--- src/rtl/pipeline_stall_controller.sv ---
// pipeline_stall_controller: run/step/halt sequencing for the 5-stage pipeline,
// per-stage write/flush/bubble controls and saturating stall/flush statistics.
// Optional feature macro: STALL_WATCHDOG_EN -- halts with o_error after
// STALL_LIMIT consecutive enabled stall cycles.
module pipeline_stall_controller #(
  parameter int unsigned CNT_W       = 16,
  parameter int unsigned STALL_LIMIT = 8
) (
  input  logic             i_clk,
  input  logic             i_reset,
  input  logic             i_stall,
  input  logic             i_branch_taken,
  input  logic             i_halt_wb,
  input  logic             i_dbg_run,
  input  logic             i_dbg_step,
  input  logic             i_dbg_clear,
  output logic             o_pipe_enable,
  output logic             o_pc_write,
  output logic             o_ifid_write,
  output logic             o_ifid_flush,
  output logic             o_idex_bubble,
  output logic             o_halted,
  output logic             o_step_done,
  output logic [CNT_W-1:0] o_stall_count,
  output logic [CNT_W-1:0] o_flush_count,
  output logic             o_error
);

  typedef enum logic [1:0] {
    S_IDLE   = 2'd0,
    S_RUN    = 2'd1,
    S_STEP   = 2'd2,
    S_HALTED = 2'd3
  } state_e;

  localparam logic [CNT_W-1:0] CNT_MAX = {CNT_W{1'b1}};

  state_e           state_q, state_d;
  logic [CNT_W-1:0] stall_cnt_q, stall_cnt_d;
  logic [CNT_W-1:0] flush_cnt_q, flush_cnt_d;
  logic             step_done_q, step_done_d;
  logic             stat_clear;
  logic             wd_trip;

  assign stat_clear = (state_q == S_HALTED) && i_dbg_clear;

  // State register
  always_ff @(posedge i_clk or posedge i_reset) begin
    if (i_reset) begin
      state_q <= S_IDLE;
    end else begin
      state_q <= state_d;
    end
  end

  // Next-state: run beats step in IDLE; HALT in WB or a watchdog trip ends RUN/STEP
  always_comb begin
    state_d = state_q;
    case (state_q)
      S_IDLE: begin
        if (i_dbg_run) begin
          state_d = S_RUN;
        end else if (i_dbg_step) begin
          state_d = S_STEP;
        end
      end
      S_RUN: begin
        if (i_halt_wb || wd_trip) begin
          state_d = S_HALTED;
        end else if (!i_dbg_run) begin
          state_d = S_IDLE;
        end
      end
      S_STEP: begin
        if (i_halt_wb || wd_trip) begin
          state_d = S_HALTED;
        end else begin
          state_d = S_IDLE;
        end
      end
      S_HALTED: begin
        if (i_dbg_clear) begin
          state_d = S_IDLE;
        end
      end
      default: state_d = S_IDLE;
    endcase
  end

  // Stage controls: stall wins over a taken branch since branch operands are stale
  always_comb begin
    o_pipe_enable = (state_q == S_RUN) || (state_q == S_STEP);
    o_halted      = (state_q == S_HALTED);
    o_pc_write    = 1'b0;
    o_ifid_write  = 1'b0;
    o_ifid_flush  = 1'b0;
    o_idex_bubble = 1'b0;
    if (o_pipe_enable) begin
      o_pc_write    = !i_stall;
      o_ifid_write  = !i_stall;
      o_idex_bubble = i_stall;
      o_ifid_flush  = i_branch_taken && !i_stall;
    end
  end

  // Statistics and step-done pulse next values
  always_comb begin
    stall_cnt_d = stall_cnt_q;
    flush_cnt_d = flush_cnt_q;
    step_done_d = (state_q == S_STEP);
    if (stat_clear) begin
      stall_cnt_d = '0;
      flush_cnt_d = '0;
    end else begin
      if (o_idex_bubble && (stall_cnt_q != CNT_MAX)) begin
        stall_cnt_d = stall_cnt_q + CNT_W'(1);
      end
      if (o_ifid_flush && (flush_cnt_q != CNT_MAX)) begin
        flush_cnt_d = flush_cnt_q + CNT_W'(1);
      end
    end
  end

  // Statistics and step-done registers
  always_ff @(posedge i_clk or posedge i_reset) begin
    if (i_reset) begin
      stall_cnt_q <= '0;
      flush_cnt_q <= '0;
      step_done_q <= 1'b0;
    end else begin
      stall_cnt_q <= stall_cnt_d;
      flush_cnt_q <= flush_cnt_d;
      step_done_q <= step_done_d;
    end
  end

  assign o_stall_count = stall_cnt_q;
  assign o_flush_count = flush_cnt_q;
  assign o_step_done   = step_done_q;

`ifdef STALL_WATCHDOG_EN
  localparam int unsigned WD_W = (STALL_LIMIT < 2) ? 1 : $clog2(STALL_LIMIT + 1);

  logic [WD_W-1:0] wd_cnt_q, wd_cnt_d;
  logic            error_q, error_d;

  // Consecutive enabled-stall streak; disabled cycles hold it
  always_comb begin
    wd_cnt_d = wd_cnt_q;
    error_d  = error_q;
    wd_trip  = 1'b0;
    if (stat_clear) begin
      wd_cnt_d = '0;
      error_d  = 1'b0;
    end else if (o_pipe_enable) begin
      if (i_stall) begin
        if ((32'(wd_cnt_q) + 32'd1) >= 32'(STALL_LIMIT)) begin
          wd_trip  = 1'b1;
          error_d  = 1'b1;
          wd_cnt_d = '0;
        end else begin
          wd_cnt_d = wd_cnt_q + WD_W'(1);
        end
      end else begin
        wd_cnt_d = '0;
      end
    end
  end

  // Watchdog registers
  always_ff @(posedge i_clk or posedge i_reset) begin
    if (i_reset) begin
      wd_cnt_q <= '0;
      error_q  <= 1'b0;
    end else begin
      wd_cnt_q <= wd_cnt_d;
      error_q  <= error_d;
    end
  end

  assign o_error = error_q;
`else
  logic unused_stall_limit;

  // The limit only matters with the watchdog built in
  assign unused_stall_limit = ^32'(STALL_LIMIT);
  assign wd_trip            = 1'b0;
  assign o_error            = 1'b0;
`endif

endmodule
--- config.mk ---
export PLATFORM = sky130hd
export DESIGN_NAME = pipeline_stall_controller
export DESIGN_NICKNAME = d
export VERILOG_FILES = /design/src/rtl/pipeline_stall_controller.sv
export SDC_FILE = /design/constraint.sdc
export NUM_CORES = 1
export LEC_CHECK = 0
export BUFFER_PORTS_ARGS = -buffer_cell sky130_fd_sc_hd__buf_2
export CORE_ASPECT_RATIO = 0.7
export CORE_UTILIZATION = 45
export DETAILED_ROUTE_END_ITERATION = 7
export GPL_ROUTABILITY_DRIVEN = 0
export GPL_TIMING_DRIVEN = 0
export PLACE_DENSITY = 0.75
export SYNTH_ARGS = -nofsm -noshare
export SYNTH_HDL_FRONTEND = slang
export SYNTH_SLANG_ARGS = --single-unit
--- constraint.sdc ---
create_clock -name i_clk -period 2.8 [get_ports i_clk]
set_clock_uncertainty 0.05 [all_clocks]
set_input_delay 0.14 -clock i_clk [delete_from_list [all_inputs] [get_ports i_clk]]
set_output_delay 0.14 -clock i_clk [all_outputs]
set_load 0.05 [all_outputs]
== Yosys cells after proc, flatten, opt, wreduce, memory -nomap -nowiden ==
Cells that the tools add are included.
Storage, ports and cells
  logic and storage cells: 38
  input port bits: 8
  register bits after elaboration: 35
  output and inout port bits: 40
Cells by class
  multiplexer cells: 14
  eq/ne operators: 8
  add/subtract/negate cells: 2
  reduce and logical (&&, ||, !) cells: 10
Operators by type and width (count)
  16-bit 2-to-1 mux: 4
  16-bit by 1-bit adder with 16-bit output (second input constant): 2
  16-bit != test (second input constant): 2
  2-bit 2-to-1 mux: 6
  2-bit one-hot mux with 4 select lines: 1
  3-bit != test (second input constant): 2
  2-bit == test (second input constant): 2
  1-bit logical AND: 4
  2-bit nonzero test: 2
  1-bit 2-to-1 mux: 3
  3-bit AND reduction: 1
  2-bit by 1-bit == test with 1-bit output (second input constant): 1
  2-bit zero test: 1
  2-bit != test (second input constant): 1
  1-bit zero test: 1
  1-bit logical OR: 1

== Longest topological paths before layout ==
Gate-level depths: netlist (run 1).
  depth in word-level cells: 6
  depth in mapped cells: 7

== Worst setup path after synthesis (run 1) ==
No wires, ideal clock.
  kind: register to register
  start point: reg state_q[0]
  end point: reg flush_cnt_q[13], in the netlist o_flush_count[13]
  arrival: 2.519 ns
  setup time: 0.078 ns
  period minus slack after synthesis: 2.647 ns
  path buffers: 1
  setup slack: 0.153 ns
  cell stages (with the launch flop): 8
  cells stage by stage: dfrtp_1 -> inv_1 -> ha_1 -> nand3b_4 -> or4_1 -> buf_2 -> or4_1 -> a21oi_1
Between the ends
  longest elaborated chain between the ends: 5
  elaborated cells on any way between the ends: 9
  those cells by class: eq/ne (3); mux (2); reduce/logical (4)
RTL lines
  start: declaration: line 38  | state_e state_q, state_d;
  start signal: assignment: line 52  | state_q <= state_d;
  2-bit by 1-bit == test with 1-bit output or 2-bit == test (tied branches): line 92  | o_pipe_enable = (state_q == S_RUN) || (state_q == S_STEP);
  1-bit logical OR (*): line 92
  via o_pipe_enable: line 17  | output logic o_pipe_enable,
  1-bit 2-to-1 mux (*): line 98  | if (o_pipe_enable) begin
  1-bit logical AND (*): line 118  | if (o_ifid_flush && (flush_cnt_q != CNT_MAX)) begin
  2-bit nonzero test (no source line) (*)
  end signal: assignment: line 132  | flush_cnt_q <= flush_cnt_d;
  end: declaration: line 40  | logic [CNT_W-1:0] flush_cnt_q, flush_cnt_d;
The timed path passes the listed nets; every way through them passes the cells marked *.
A chain may end at the register's enable or synchronous reset.

== Final worst setup path (run 1) ==
  start point: reg state_q[0]
  end point: reg flush_cnt_q[13], in the netlist o_flush_count[13]
Between the ends
  longest elaborated chain between the ends: 5
  elaborated cells on any way between the ends: 9
  those cells by class: eq/ne (3); mux (2); reduce/logical (4)
RTL lines (line)
  2-bit by 1-bit == test with 1-bit output or 2-bit == test (tied branches): 92
  1-bit logical OR: 92
  1-bit 2-to-1 mux: 98
  1-bit logical AND: 118
  2-bit nonzero test (no source line)
Parallel ways exist; a longest one is shown, timed or not.

==> results of run 1 <==
## per-stage QoR
step,util (%),cell area [um^2]
2_1_floorplan,-,2060
3_3_place_gp,54.1,2350
3_5_place_dp,54.7,2380
4_1_cts,57.6,2510
5_1_grt,57.6,2510
6_report,57.6,2510
## area by class of cell
class                      instances  area (um^2)  share of cell area, %
buffer                            11         50.0                   1.99
clock buffer                       6         82.6                   3.29
clock inverter                     2         35.0                   1.40
inverter                          11         41.3                   1.65
multi-input combinational        168         1090                   43.4
sequential                        35          876                   34.9
tap                               55         68.8                   2.74
timing repair buffer              48          268                   10.7
## state kept, by name, indices dropped and copies added, names as in the netlist
register / flops
o_flush_count: 16
o_stall_count: 16
state_q: 2
o_step_done: 1
## placed cells by master (no fill, tap or decap), drive strengths merged, types with 2 or more instances in the layout
cell type  count
buf           51
dfrtp         35
a21oi         22
nand2         18
or4           16
nand3         15
o31ai         14
clkbuf        13
inv           11
o21ai         11
or3           11
nand4          7
ha             7
and4           5
and3           5
nor2           5
o211ai         4
nand2b         3
and2           2
o21bai         2
mux2i          2
nand3b         2
nor4           2
## power groups by stage
stage               registers (mW)  clock network (mW)  logic (mW)
floorplan                    0.844                   0       0.469
global placement             0.673                   0       0.818
detailed placement           0.673                   0       0.836
CTS                          0.666               0.485       0.839
global route                 0.681               0.507       0.898
finish                       0.669               0.477       0.835
## synth_stat cells (2+ instances only)
| cell | number | area [um^2] |
|---|---|---|
| and2_1 | 2 | 12.5 |
| buf_4 | 2 | 15.0 |
| o21ai_0 | 11 | 55.1 |
| inv_1 | 11 | 41.3 |
| and4_1 | 5 | 43.8 |
| o21bai_1 | 2 | 15.0 |
| clkbuf_1 | 7 | 26.3 |
| mux2i_1 | 2 | 20.0 |
| nand2_1 | 18 | 67.6 |
| nand4_1 | 7 | 43.8 |
| nand2b_1 | 3 | 18.8 |
| ha_1 | 7 | 87.6 |
| or3_1 | 11 | 68.8 |
| a21oi_1 | 22 | 110 |
| o31ai_1 | 14 | 105 |
| nor2_1 | 5 | 18.8 |
| and3_1 | 5 | 31.3 |
| nand3_1 | 15 | 75.1 |
| dfrtp_1 | 35 | 876 |
| or4_1 | 16 | 120 |
| o211ai_1 | 4 | 30.0 |
## per-layer routing
layer	wire, um	share of wire [%]
met1	2530	50
met2	2180	43
met3	329	6.5
met4	44	0.87
met5	0	0
## worst register-to-register path: stages (launching register included)
cell and delay [ps]:
dfrtp_1 420, inv_1 100, ha_1 420, nand3b_4 160, or4_1 520, buf_2 170
or4_1 480, a21oi_1 150
## how the worst max path moves through the flow
stage,endpoint,slack (ps),start,cells after the start
final,o_flush_count[13],260,state_q[0],7
after global routing,o_flush_count[13],100,state_q[0],7
after CTS,o_flush_count[13],260,state_q[0],7
after detailed placement,o_flush_count[13],290,state_q[0],7
after global placement,o_flush_count[13],300,state_q[0],7
after floorplan,o_flush_count[13],150,state_q[0],7
## cells by family (layout without fill, tap and decap cells)
| logic type | after synthesis | after routing | share of synthesized area (%) |
|---|---|---|---|
| flops | 35 | 35 | 42.6 |
| buf+inv | 22 | 78 | 4.44 |
| other cells | 1 | 1 | 0.182 |
| mux | 3 | 3 | 1.52 |
| simple gates | 95 | 95 | 27.9 |
| xor+xnor | 1 | 1 | 0.426 |
| fa+ha+maj | 7 | 7 | 4.26 |
| compound gates | 61 | 61 | 18.7 |
==> results.txt, run 1 <==
The met1 usage is 34.7%. The synthesized flop and latch total came out at 35. The portion of the post-synthesis area used by sequential elements is 42.6%. The worst ir drop on vdd is 0.000581 V. Setup violations remaining at the end of the flow were counted as 0.

Setup slack on the critical path of the routed design comes to 263 ps. TritonCTS built the clock tree. The sink count of the clock tree is 35. The sum of buffers and inverters on the critical path is 2. The most used flip-flop cell after synthesis is dfrtp_1. The full die area came out at 0.00485 mm^2. The critical setup path kind is register to register. The hold-critical path endpoint is state_q[0]. The depth of the worst hold-timing path came out at 3. The slew at the pin closest to its max-slew limit came out at 799 ps.

The number of resized instances in the post-cts repair step is 0. The count of buffers inserted at the top-level ports is 46. The clock latency reported for the late side of the worst-skew pair is between 200 and 300 ps. The shortest period the worst path allows is 2540 ps. The first TritonRoute pass finished after 4 iterations.

The standard cell core area came out at between 0.004 and 0.005 mm^2. Cells with a size suffix above 1 make up 22.4% of the layout. The reported max-cap violation count is 0. The number of distinct library cells after synthesis came out at 42. The hold violation total from the final report came out at 0.

Once the clock tree was built, the setup fixing pass inserted 0 buffers. The total track usage came out at 23.9%. Setup repair after global routing left no endpoint under its margin. The cell count after placement came out at 327. The initial utilization of the core area, before any placement, comes to 47.2%. The via count of the first global-routing pass is roughly 1900.

The top-level port count is 48. The clock transition at the register clock pins on the worst setup and hold paths after CTS came out at about 70 ps. Walking the worst path, the cells encountered are inv_1, ha_1, nand3b_4, or4_1, buf_2, or4_1, a21oi_1. The power share of the combinational group is 42.1%. In this run the critical register-to-register path is captured at o_flush_count[13]. Across all layers, the routed design uses 2005 vias.

Measured along the y axis, the die boundary spans about 59 um. Hold timing on the final database bottoms out at a slack of 87.2 ps. The final clock period utilization by the worst path came out at 90.6%. STA classifies the critical path startpoint as a register. The mean cell area of the mapped netlist is 9.14 um^2. Grouping stages by cell kind, the critical path spends the most delay in simple AND/OR/NAND/NOR gates.

The remaining max-slew budget at the tightest pin is 46.7%. The post-route DRC violation count is 0. In the final routed layout, each cell accounts on average for about 15 um. The library cell used as clock root buffer is clkbuf_8. The largest single stage delay on the critical path is 510 ps. The worst path required time is ~3000 ps. The maximum buffer depth of the clock tree came out at 2.

The setup slack of the most critical reg-to-reg path is 260 ps. The data arrival time of the critical path came out at 2700 ps. After synthesis, the share of flip-flops with an asynchronous set or reset is 100%. The placement-stage worst setup slack is slightly below 300 ps.

The first routing iteration left 118 violations. The number of cell rows came out at 20. In this run, the clock network consumes 24.1% of the power.

For this run, the post-layout net count is 295. The final-report max-slew violation count came to 0. From synthesis to final layout, the design area changed by 22.1%. The number of enable-type register cells in the synthesized netlist came out at 0.

The total power divided by cell area came out at a little under 800 mW/mm^2. The startpoint of the worst hold path is i_halt_wb. The count of hold-fix buffers inserted at cts came out at 1. The global-route wire length before repair came out at 8750 um. The initial antenna violation count is 0.

The cell count of the worst reg-to-reg path came out at 7. The accumulated negative setup slack came out at 0 ps. The internal power of the cells is 1.08 mW.

The flow ran to the end, and the final reports show no timing, DRC or antenna violations. The detail route stage leaves a number of antenna-violating nets equal to 0. The upper clock frequency limit is 0.394 GHz. The floorplan step set the die width to 82.8 um. The CTS H-tree depth is 2. The kind of end point of the critical path is a register.

The final global-route overflow total is 0. The repair_antennas step left the layout with diodes totalling 0. The maximum number of pins on one net before global-route repair came out at 19. The standby leakage power is 1.18 nW. In the routed layout, each cell is associated on average with a via count of 5.97. The routed design has 5080 um of wire. The relative contribution of sequential cells to total power came out at 33.8%. The sum of net half-perimeters after detailed placement came out at around 3800 um. The sum of internal, switching and leakage power came out at 1.98 mW. The met2 demand-to-capacity share in global routing came out at 34.3%. The maximum fanout count along the critical path came out at 10. The gate count of the mapped netlist is 225. In this run the cell area of the synthesized design comes to 0.00206 mm^2. The worst hold path belongs to the class input port to register.

In this run the most used layer during global routing was met1. The reg-to-reg startpoint is state_q[0]. The total of fill cells in the finished design is between 400 and 500.

The number of nets in the synthesized netlist came out at 240. The number of clock buffers added by TritonCTS is 5. On the critical path, the stage with the largest delay is an instance of or4_1. The filler-free cell count of the finished design is about 340. The net switching fraction of the power is ~46%. The most repeated library cell on the critical path is or4_1. The fraction of met3 tracks used by global routing is 5.43%. During synthesis, Yosys emitted a total of 0 warnings. In this run the power spent charging and discharging nets is 0.903 mW.
Power figures use the tool's default switching activity.
==> run 2: changes to the inputs <==
REMOVE_ABC_BUFFERS = 1   (was default)
==> run 2 against run 1 <==
  * Sequential power shrank 0.9%
  * Largest cell class unchanged
  * Clock power is 26% lower
  * Largest power group unchanged
  * Critical endpoint unchanged
  * Via count is 4.0% lower
  * Critical path depth down 1
  * Worst setup slack got worse by 57 ps
==> results.txt, run 2 (same netlist as run 1, synthesis figures left out) <==
The signal on the critical path passes through inv_1, ha_1, nand3b_4, or4_1, or4_1, a21oi_1. Leaving out fill and tap cells, the most frequent cells in the layout are 46 x buf_2, 35 x dfrtp_1, 22 x a21oi_1, 18 x nand2_1, 16 x or4_1. The standby leakage power came out at 1.12 nW (-4.7%). The filler-free cell count of the finished design came out at 324 (-3.6%). The maximum number of pins on one net before global-route repair was 36 (+17). The average wire per cell in the routed design came out at 14.7 um (-2.8%). The root buffer cell chosen for the clock tree is clkbuf_8. The detailed-routing iteration count for the pre-antenna-repair pass came out at 4 (unchanged). The setup slack of the critical path after layout came to 206 ps (-56.6 ps). The sum of buffers and inverters on the critical path came out at 1 (-1). The critical setup path kind is register to register. The number of vias per cell is 5.94 (-0.49%). The total length of routed wires came to 4770 um (-6.2%). Among cell families on the critical path, the largest total delay comes from simple AND/OR/NAND/NOR gates.

The count of buffers inserted at the top-level ports came out at 46 (unchanged). The antenna violation net count after detailed routing is 0 (unchanged). The total inserted antenna cells is 0 (unchanged). The top-level port count came to 48 (unchanged).

The ratio of cells with drive above 1 in the final layout came out at 21.6% (-0.86 points). The setup slack of the most critical reg-to-reg path is 210 ps (-60 ps). The number of cell rows is 20 (unchanged). STA classifies the critical path endpoint as a register.

The remaining max-slew budget at the tightest pin is 24.2% (-22 points). The post-route standard cell area excluding fillers came to 0.00240 mm^2 (-4.5%). The sum of net half-perimeters after detailed placement was 3360 um (-11%). TritonCTS built the clock tree. The cell count after placement came out at 315 (-3.7%). The post-CTS repair timing setup buffer count came out at 0 (unchanged).

Setup repair after global routing left no endpoint under its margin. The die height is 58.6 um (unchanged). The number of setup violations in the final report was 0 (unchanged). The number of nets in the layout came out at 283 (-4.1%). The full die area came out at 0.00485 mm^2 (unchanged). The upper clock frequency limit is 0.385 GHz (-2.2%). The CTS H-tree depth is 2 (unchanged).

The largest individual stage delay along the critical path comes from the cell or4_1. The detailed router's first-iteration violation count came out at 138 (+17%). The maximum buffer depth of the clock tree came out at 2 (unchanged). The standard cell core area is 0.00435 mm^2 (unchanged). The starting density of the core was 47.2% (unchanged). The shortest period the worst path allows came out at 2590 ps (+56.6 ps).

In this run the critical register-to-register path is captured at o_flush_count[13]. The global-route wire length before repair came out at 8050 um (-8.0%). The critical path depth in cells came out at 6 (-1). The worst ir drop on vdd came out at 0.000727 V (+25%). The initial antenna violation count was 0 (unchanged). The total power divided by cell area came to 762 mW/mm^2 (-3.4%). The placement-stage worst setup slack came out at 240 ps (-49.6 ps). The final-report max-slew violation count was 0 (unchanged). Following the worst setup path forward leads to its endpoint at o_flush_count[13]. The source of the critical timing path is state_q[0].

The maximum fanout count along the critical path is 10 (unchanged). The data arrival time of the critical path came out at 2730 ps (+30 ps). The maximum single-stage delay on the critical path is 670 ps (+160 ps). The final global-route overflow total is 0 (unchanged). The total track usage was 21.9% (-1.9 points). The most repeated library cell on the critical path is or4_1. The reported max-cap violation count is 0 (unchanged). The total of fill cells in the finished design came out at 409 (-1.4%). The number of resized instances in the post-cts repair step is 0 (unchanged).

The width of the die is 82.8 um (unchanged). The worst path required time is 2940 ps (-20 ps). The accumulated negative setup slack came out at 0 ps (unchanged). In this run the worst hold path is classified as input port to register.

The clock transition at the register clock pins on the worst setup and hold paths after CTS is 70 ps (about the same). The via count of the routed design was 1924 (-4.0%). The number of buffers added by the clock tree synthesis step came out at 5 (unchanged). The via count of the first global-routing pass is 1747 (-9.0%). The flow ran to the end, and the final reports show no timing, DRC or antenna violations. The count of hold-fix buffers inserted at cts was 1 (unchanged). The commonest non-fill, non-tap cell in the layout is buf_2.

The final clock period utilization by the worst path came out at 92.6% (+2.0 points). The area after detailed placement came to 0.00230 mm^2 (-3.3%). The worst register-to-register path begins at state_q[0]. The hold violation total from the final report came out at 0 (unchanged). The sink count of the clock tree is 35 (unchanged). The slew at the pin closest to its max-slew limit is 1130 ps (+328 ps). The post-route DRC violation count came out at 0 (unchanged). The post-synthesis to final-layout area growth came out at 16.6%. The cell count of the worst reg-to-reg path is 6 (-1). The clock latency reported for the late side of the worst-skew pair is 280 ps (about the same). The worst setup path is launched from a register.
-- run 2: cell types whose count changed in the layout (fill, tap and decap cells not counted) --
cell,delta
buf_2,-1
clkbuf_8,-1
inv_1,-1
clkbuf_1,-5
buf_1,-1
buf_4,-2
bufinv_16,-1
inv_2,+1
buf_16,-1
-- run 2: how the worst min path moves through the flow --
stage / start / end / slack, ps / depth (start not counted)
floorplan: i_reset / o_flush_count[0] / 240 / 1
CTS: i_dbg_run / state_q[0] / 90 / 3
detailed placement: i_reset / o_stall_count[6] / 270 / 2
global placement: i_dbg_run / state_q[0] / 390 / 3
global route: i_dbg_run / state_q[0] / 90 / 3
finish: i_dbg_run / state_q[0] / 100 / 3
-- run 2: tightest hold or removal path: cells and delay by family --
| family | cells | cell delay (ps) |
|---|---|---|
| AND/OR/NAND/NOR | 1 | 60 |
| buffers and inverters | 1 | 120 |
| AO/OA/AOI/OAI | 1 | 70 |
-- run 2: layout make-up --
cell class              count  area (um^2)  share of cell area [%]
well taps                  55         68.8                    2.87
clock inverters             1         5.00                   0.209
clock buffers               7         76.3                    3.19
multi-input cells         168         1090                    45.4
repair buffers             47          240                    10.0
inverters                  11         41.3                    1.72
flip-flops and latches     35          876                    36.6
-- run 2: through the flow --
stage	utilization (%)	hold slack, ps	power (mW)
floorplan	-	240	1.29
global placement	52.9	386	1.47
detailed placement	52.9	269	1.48
CTS	55.0	86.8	1.83
global route	55.0	91.4	1.94
finish	55.0	97.1	1.83
-- run 2: power breakdown --
group / switching [mW] / internal (mW) / total, mW
Clock: 0.178 / 0.175 / 0.353
Sequential: 0.0874 / 0.576 / 0.663
Combinational: 0.611 / 0.199 / 0.810
Total: 0.877 / 0.949 / 1.83
-- run 2: layer usage --
metal	GRT usage, %	vias up	routed length [um]
met4	6.16	0	15
met5	0	-	0
met2	30.9	64	1890
met1	33.1	915	2570
li1	-	943	-
met3	5.43	2	285
